===== config.mk =====
export PLATFORM = sky130hd
export DESIGN_NAME = decoder_rr_arbiter_flat
export DESIGN_NICKNAME = d
export VERILOG_FILES = /design/src/rtl/decoder_rr_arbiter_if.sv /design/src/rtl/decoder_rr_arbiter.sv /design/src/flat_wrapper.sv
export SDC_FILE = /design/constraint.sdc
export NUM_CORES = 1
export LEC_CHECK = 0
export BUFFER_PORTS_ARGS = -buffer_cell sky130_fd_sc_hd__buf_2
export CORE_MARGIN = 2
export CORE_UTILIZATION = 45
export DETAILED_ROUTE_END_ITERATION = 16
export PLACE_DENSITY_LB_ADDON = 0.05
export REMOVE_ABC_BUFFERS = 1
export SLEW_MARGIN = 20
export SYNTH_ARGS = -nofsm -noshare
export SYNTH_HDL_FRONTEND = slang
export SYNTH_SLANG_ARGS = --single-unit

===== constraint.sdc =====
create_clock -name clk -period 4.6 [get_ports clk]
set_clock_uncertainty 0.15 [all_clocks]
set_input_delay 0.92 -clock clk [delete_from_list [all_inputs] [get_ports clk]]
set_output_delay 0.92 -clock clk [all_outputs]
set_load 0.01 [all_outputs]

===== src/rtl/decoder_rr_arbiter_if.sv =====
// Request/grant bundle between eight requesters and decoder_rr_arbiter.
`timescale 1ns/1ps
interface decoder_rr_arbiter_if;
  logic [7:0] req;
  logic       rel;
  logic [7:0] grant;
  logic [2:0] grant_idx;
  logic       busy;
  logic       timeout;

  modport master (output req, output rel,
                  input grant, input grant_idx, input busy, input timeout);
  modport slave  (input req, input rel,
                  output grant, output grant_idx, output busy, output timeout);
endinterface


===== src/rtl/decoder_rr_arbiter.sv =====
// Eight-way round-robin arbiter with a one-hot grant decoded from the owner index.
// Optional hold limit with forced release is enabled by defining ARB_TIMEOUT_EN.
`timescale 1ns/1ps
module decoder_rr_arbiter #(
  parameter int HOLD_MAX = 16
) (
  input  logic                 clk,
  input  logic                 rst,
  decoder_rr_arbiter_if.slave  bus
);

  if (HOLD_MAX < 1 || HOLD_MAX > 255) begin : g_bad_hold_max
    $error("decoder_rr_arbiter: HOLD_MAX must be in 1..255");
  end

  typedef enum logic {IDLE, OWN} state_t;

  state_t     state;
  logic [2:0] ptr;
  logic [2:0] win;

  // Search starts one past the last owner and wraps, so each requester waits at most seven grants.
  function automatic logic [2:0] rr_pick(input logic [7:0] r, input logic [2:0] p);
    logic [2:0] res;
    logic [2:0] idx;
    logic       found;
    res   = p;
    found = 1'b0;
    for (int k = 1; k <= 8; k++) begin
      idx = p + 3'(k);
      if (!found && r[idx]) begin
        res   = idx;
        found = 1'b1;
      end
    end
    return res;
  endfunction

  function automatic logic [7:0] dec3to8(input logic [2:0] sel, input logic en);
    return en ? (8'b1 << sel) : 8'b0;
  endfunction

  always_comb win = rr_pick(bus.req, ptr);

`ifdef ARB_TIMEOUT_EN
  localparam logic [7:0] HOLD_LAST = 8'(HOLD_MAX - 1);
  logic [7:0] cnt;
`endif

  always_ff @(posedge clk) begin
    if (rst) begin
      state         <= IDLE;
      ptr           <= 3'd7;
      bus.grant_idx <= 3'd0;
      bus.grant     <= 8'h00;
      bus.busy      <= 1'b0;
      bus.timeout   <= 1'b0;
`ifdef ARB_TIMEOUT_EN
      cnt           <= 8'd0;
`endif
    end else begin
      bus.timeout <= 1'b0;
      case (state)
        IDLE: begin
          if (|bus.req) begin
            state         <= OWN;
            bus.grant_idx <= win;
            bus.grant     <= dec3to8(win, 1'b1);
            bus.busy      <= 1'b1;
`ifdef ARB_TIMEOUT_EN
            cnt           <= 8'd0;
`endif
          end else begin
            bus.grant <= 8'h00;
            bus.busy  <= 1'b0;
          end
        end
        OWN: begin
          // A dropped request is treated exactly like an explicit release.
          if (bus.rel || !bus.req[bus.grant_idx]) begin
            state     <= IDLE;
            ptr       <= bus.grant_idx;
            bus.grant <= 8'h00;
            bus.busy  <= 1'b0;
          end
`ifdef ARB_TIMEOUT_EN
          else if (cnt == HOLD_LAST) begin
            state       <= IDLE;
            ptr         <= bus.grant_idx;
            bus.grant   <= 8'h00;
            bus.busy    <= 1'b0;
            bus.timeout <= 1'b1;
          end else if (cnt != 8'hFF) begin
            cnt <= cnt + 8'd1;
          end
`endif
        end
        default: begin
          state     <= IDLE;
          bus.grant <= 8'h00;
          bus.busy  <= 1'b0;
        end
      endcase
    end
  end

endmodule

===== src/flat_wrapper.sv =====
// flat-port wrapper written by rule: the top's interface ports become plain ports
module decoder_rr_arbiter_flat 
#(
  parameter int HOLD_MAX = 16
)
  (clk, rst, bus_req, bus_rel, bus_grant, bus_grant_idx, bus_busy, bus_timeout);
  decoder_rr_arbiter_if bus_i ();
  input  logic clk;
  input  logic rst;
  input wire logic [$bits(bus_i.req)-1:0] bus_req;
  input wire logic [$bits(bus_i.rel)-1:0] bus_rel;
  output wire logic [$bits(bus_i.grant)-1:0] bus_grant;
  output wire logic [$bits(bus_i.grant_idx)-1:0] bus_grant_idx;
  output wire logic [$bits(bus_i.busy)-1:0] bus_busy;
  output wire logic [$bits(bus_i.timeout)-1:0] bus_timeout;
  assign bus_i.req = bus_req;
  assign bus_i.rel = bus_rel;
  assign bus_grant = bus_i.grant;
  assign bus_grant_idx = bus_i.grant_idx;
  assign bus_busy = bus_i.busy;
  assign bus_timeout = bus_i.timeout;
  decoder_rr_arbiter #(.HOLD_MAX(HOLD_MAX)) u_core (.clk(clk), .rst(rst), .bus(bus_i));
endmodule

==> reports/metrics.csv <==
stage,metric,value,unit
clock_network,clock tree buffer depth,2,
setup_path,R2R setup slack,1020,ps
clock_network,Root Driver,clkbuf_4,
sta,worst slew pin tran,759.5,ps
power_and_ir_drop,PwrDens,461.3,nW/um^2
floorplanning,Die X,62.93,um
synthesis,post-synthesis mux area share,29.54,%
setup_path,reg2reg start,u_core.ptr[0]$_SDFFE_PP1P_,
detailed_routing,drt pass-1 iters,4,
sta,final worst path period share,77.90,%
power_and_ir_drop,Int Power,0.4318,mW
setup_path,CP max stage delay,650,ps
synthesis,"Avg Cell Area, Syn",8.930,um^2
setup_path,arrival time worst endpoint,3610,ps
run_status,status,finished clean,
floorplanning,Placeable Area,3337,um^2
synthesis,complex-gate fraction of the synthesized area,21.22,%
synthesis,register bit total from synthesis,16,
synthesis,xor/xnor cell area share of the yosys netlist,3.923,%
min_path,HP Class,reg -> reg,
setup_path,CP Capture Type,flip-flop,
min_path,WHS Path Cells,2,
power_and_ir_drop,Comb power frac,63.8,%
setup_path,"CP delay by family, top",simple AND/OR/NAND/NOR gates,
synthesis,Syn Std Cell Area,1563,um^2
layout,"commonest non-fill, non-tap cell in the layout",buf_2,
sta,RSZ-0062 raised after global routing,false,
power_and_ir_drop,Seq pwr share,24.6,%
setup_path,worst path bufs/invs,1,
clock_network,TritonCTS clock tree,done,
layout,P&R area growth vs syn,10.17,%
detailed_routing,post-DR wirelength/cell,15.62,um
place,IO Port Bufs,22,
setup_path,"critical path fanouts, max",11,
power_and_ir_drop,Net Sw Frac,45.62,%
floorplanning,row cnt,21,
min_path,Hold Path End,u_core.bus.grant[4]$_SDFFE_PP0P_,
synthesis,post-synthesis simple-gate area fraction,16.97,%
setup_path,CP max stage cell,ha_1,
synthesis,sequential element share of the synthesized area,20.50,%
setup_path,Worst R2R End,u_core.bus.grant[2]$_SDFFE_PP0P_,
detailed_routing,Via Count,1435,
floorplanning,Vert. Die Dim,62.93,um
layout,ratio of cells with drive above 1 in the final layout,25.91,%
sta,fin. max-slew vios,0,
synthesis,Post-Synth Adder-Cell Area,1.601,%
clock_network,worst skew pair latency,290,ps
setup_path,WP data required,4630,ps
sta,"Hold Vio Cnt, Final",0,
sta,endpoints failing setup,0,
synthesis,"Top FF cell, synth",dfxtp_1,
sta,Fmax achieved,279.1,MHz
detailed_routing,Via-to-Cell Ratio,6.004,
global_routing,vias in the first global route,1419,
synthesis,main combinational cell family by area after synthesis,multiplexers,
setup_path,Worst setup SP type,flip-flop,
floorplanning,Initial Util,46.83,%
clock_network,Num CTS Buffers,3,
synthesis,"Distinct cells, synth",48,
global_routing,largest net degree at the start of global routing,20,
layout,Final nets,207,
floorplanning,Top Ports,24,
global_routing,total gr overflow,0,
run,Max Cap Violations,0,
power_and_ir_drop,Net Switching,0.3623,mW
place,gp weighted congestion,0.8792,
detailed_routing,Detailed Route WL,3.733,mm
synthesis,"EDFF count, synth",0,
clock_network,H-Tree Depth,1,
sta,post-layout min period,3583,ps
detailed_routing,Antenna Nets Post-Route,0,
place,DP Cell Count,235,
clock_network,Worst-path clk slew,90,ps
global_routing,first-pass GRT wire length,6.513,mm
clock_network,number of gates resized after cts,0,
place,Final HPWL DP,2.866,mm
min_path,HP Start,u_core.bus.grant[4]$_SDFFE_PP0P_,
layout,final core utilization,51.59,%
clock_network,clock sinks,16,
detailed_routing,number of remaining DRC errors,0,
layout,ANT cells,0,
power_and_ir_drop,overall power,0.7941,mW
setup_path,crit-path cells,clkinv_1 -> ha_1 -> mux4_2 -> mux2i_2 -> and2_1 -> nand3_2 -> or4_4 -> and2_4 -> o41ai_1,
floorplanning,die area,3960,um^2
setup_path,CP Class,reg -> reg,
global_routing,Total GRT Usage,20.37,%
sta,Setup TNS,0,ps
global_routing,initial antenna violation count,0,
place,"worst slack, placed",1085,ps
clock_network,# hold bufs at CTS,0,
power_and_ir_drop,clock power share,11.6,%
power_and_ir_drop,VDD IR max,0.1814,mV
clock_network,postcts setup bufs,0,
synthesis,cell count after synthesis,175,
synthesis,yosys warns,0,
detailed_routing,First DRT Iteration DRCs,38,
layout,post-route non-filler standard cell count,239,
sta,post-route worst setup slack,1017,ps
synthesis,asr flop ratio synth,0,%
sta,worst relative slew slack,49.30,%
power_and_ir_drop,P_leak,0.6863,nW
setup_path,R2R depth,9,
layout,"commonest non-fill, non-tap cells in the layout","buf_2 (22), nand2_1 (20), dfxtp_1 (16), mux2i_1 (13), nor2_1 (13)",
==> cell families after synthesis <==
logic type	count (synthesis)
compound gates	45
xor+xnor	7
fa+ha+maj	2
buf+inv	19
flops	16
mux	30
other cells	1
simple gates	55
==> cell type report <==
| class | count | area [um^2] |
|---|---|---|
| multi-input cells | 140 | 1149 |
| repair buffers | 24 | 125.1 |
| fillers | 330 | 1615 |
| flip-flops and latches | 16 | 320.3 |
| inverters | 9 | 33.78 |
| clock buffers | 4 | 36.28 |
| well taps | 46 | 57.56 |
==> worst max path at each step <==
stage               cells past startpoint                                to                       start
detailed placement                      9  u_core.bus.grant[2]$_SDFFE_PP0P_  u_core.ptr[0]$_SDFFE_PP1P_
finish                                  9  u_core.bus.grant[2]$_SDFFE_PP0P_  u_core.ptr[0]$_SDFFE_PP1P_
CTS                                     9  u_core.bus.grant[2]$_SDFFE_PP0P_  u_core.ptr[0]$_SDFFE_PP1P_
floorplan                               9  u_core.bus.grant[2]$_SDFFE_PP0P_  u_core.ptr[0]$_SDFFE_PP1P_
global route                            9  u_core.bus.grant[7]$_SDFFE_PP0P_  u_core.ptr[0]$_SDFFE_PP1P_
global placement                        8  u_core.bus.grant[2]$_SDFFE_PP0P_                  bus_req[0]
==> power by group through the flow <==
stage          clock network, mW  registers, mW  logic [mW]
6_report                  0.0919          0.196       0.506
5_1_grt                    0.103          0.201       0.556
4_1_cts                   0.0948          0.196       0.500
3_5_place_dp                   0          0.200       0.497
3_3_place_gp                   0          0.198       0.497
2_1_floorplan                  0          0.218       0.358
==> tightest hold or removal path: stages, from the launching register on <==
cell	delay (ps)
dfxtp_1	330
nand2_1	50
o31ai_1	50
==> through the flow <==
stage / area [um^2] / hold WS, ps
final: 1722 / 300.4
after global placement: 1685 / 281.1
after global routing: 1722 / 335.6
after detailed placement: 1685 / 286.8
after CTS: 1722 / 308.6
after floorplan: 1503 / 328.3
==> cells in the mapped netlist (2+ instances only) <==
| cell | n | area [um^2] |
|---|---|---|
| a211oi_1 | 4 | 30.03 |
| o31ai_1 | 4 | 30.03 |
| ha_1 | 2 | 25.02 |
| buf_4 | 2 | 15.01 |
| o21ai_0 | 3 | 15.01 |
| mux2i_2 | 2 | 27.53 |
| buf_6 | 2 | 22.52 |
| inv_1 | 8 | 30.03 |
| nand2_1 | 20 | 75.07 |
| o41ai_1 | 4 | 35.03 |
| nand3_1 | 5 | 25.02 |
| nor2_1 | 13 | 48.80 |
| clkbuf_1 | 6 | 22.52 |
| mux2i_1 | 13 | 130.1 |
| o21a_1 | 2 | 15.01 |
| a211o_1 | 4 | 35.03 |
| nand2b_1 | 4 | 25.02 |
| a21oi_1 | 9 | 45.04 |
| xnor2_1 | 5 | 43.79 |
| a31oi_1 | 2 | 12.51 |
| and2_1 | 2 | 12.51 |
| mux4_2 | 12 | 270.3 |
| mux2_2 | 3 | 33.78 |
| xor2_1 | 2 | 17.52 |
| dfxtp_1 | 16 | 320.3 |
| nor3_1 | 3 | 15.01 |
| nor4_1 | 2 | 12.51 |
==> routing by layer <==
metal  GRT usage, %  wire length (um)  up-vias  share of wire [%]
met5              0                 0        -                  0
met4          6.944                90        0                2.4
met3          3.784               185       10                5.0
met2          32.45              1678       59                 45
met1          27.66              1779      663                 48
li1               -                 -      703                  -
==> sequential cells by signal (all words and copies together) (netlist names) <==
signal / flops
u_core.bus.grant: 8
u_core.bus.grant_idx: 3
u_core.ptr: 3
u_core.state: 1
u_core.bus.busy: 1
Note: power is estimated with default switching activity, not from simulation.
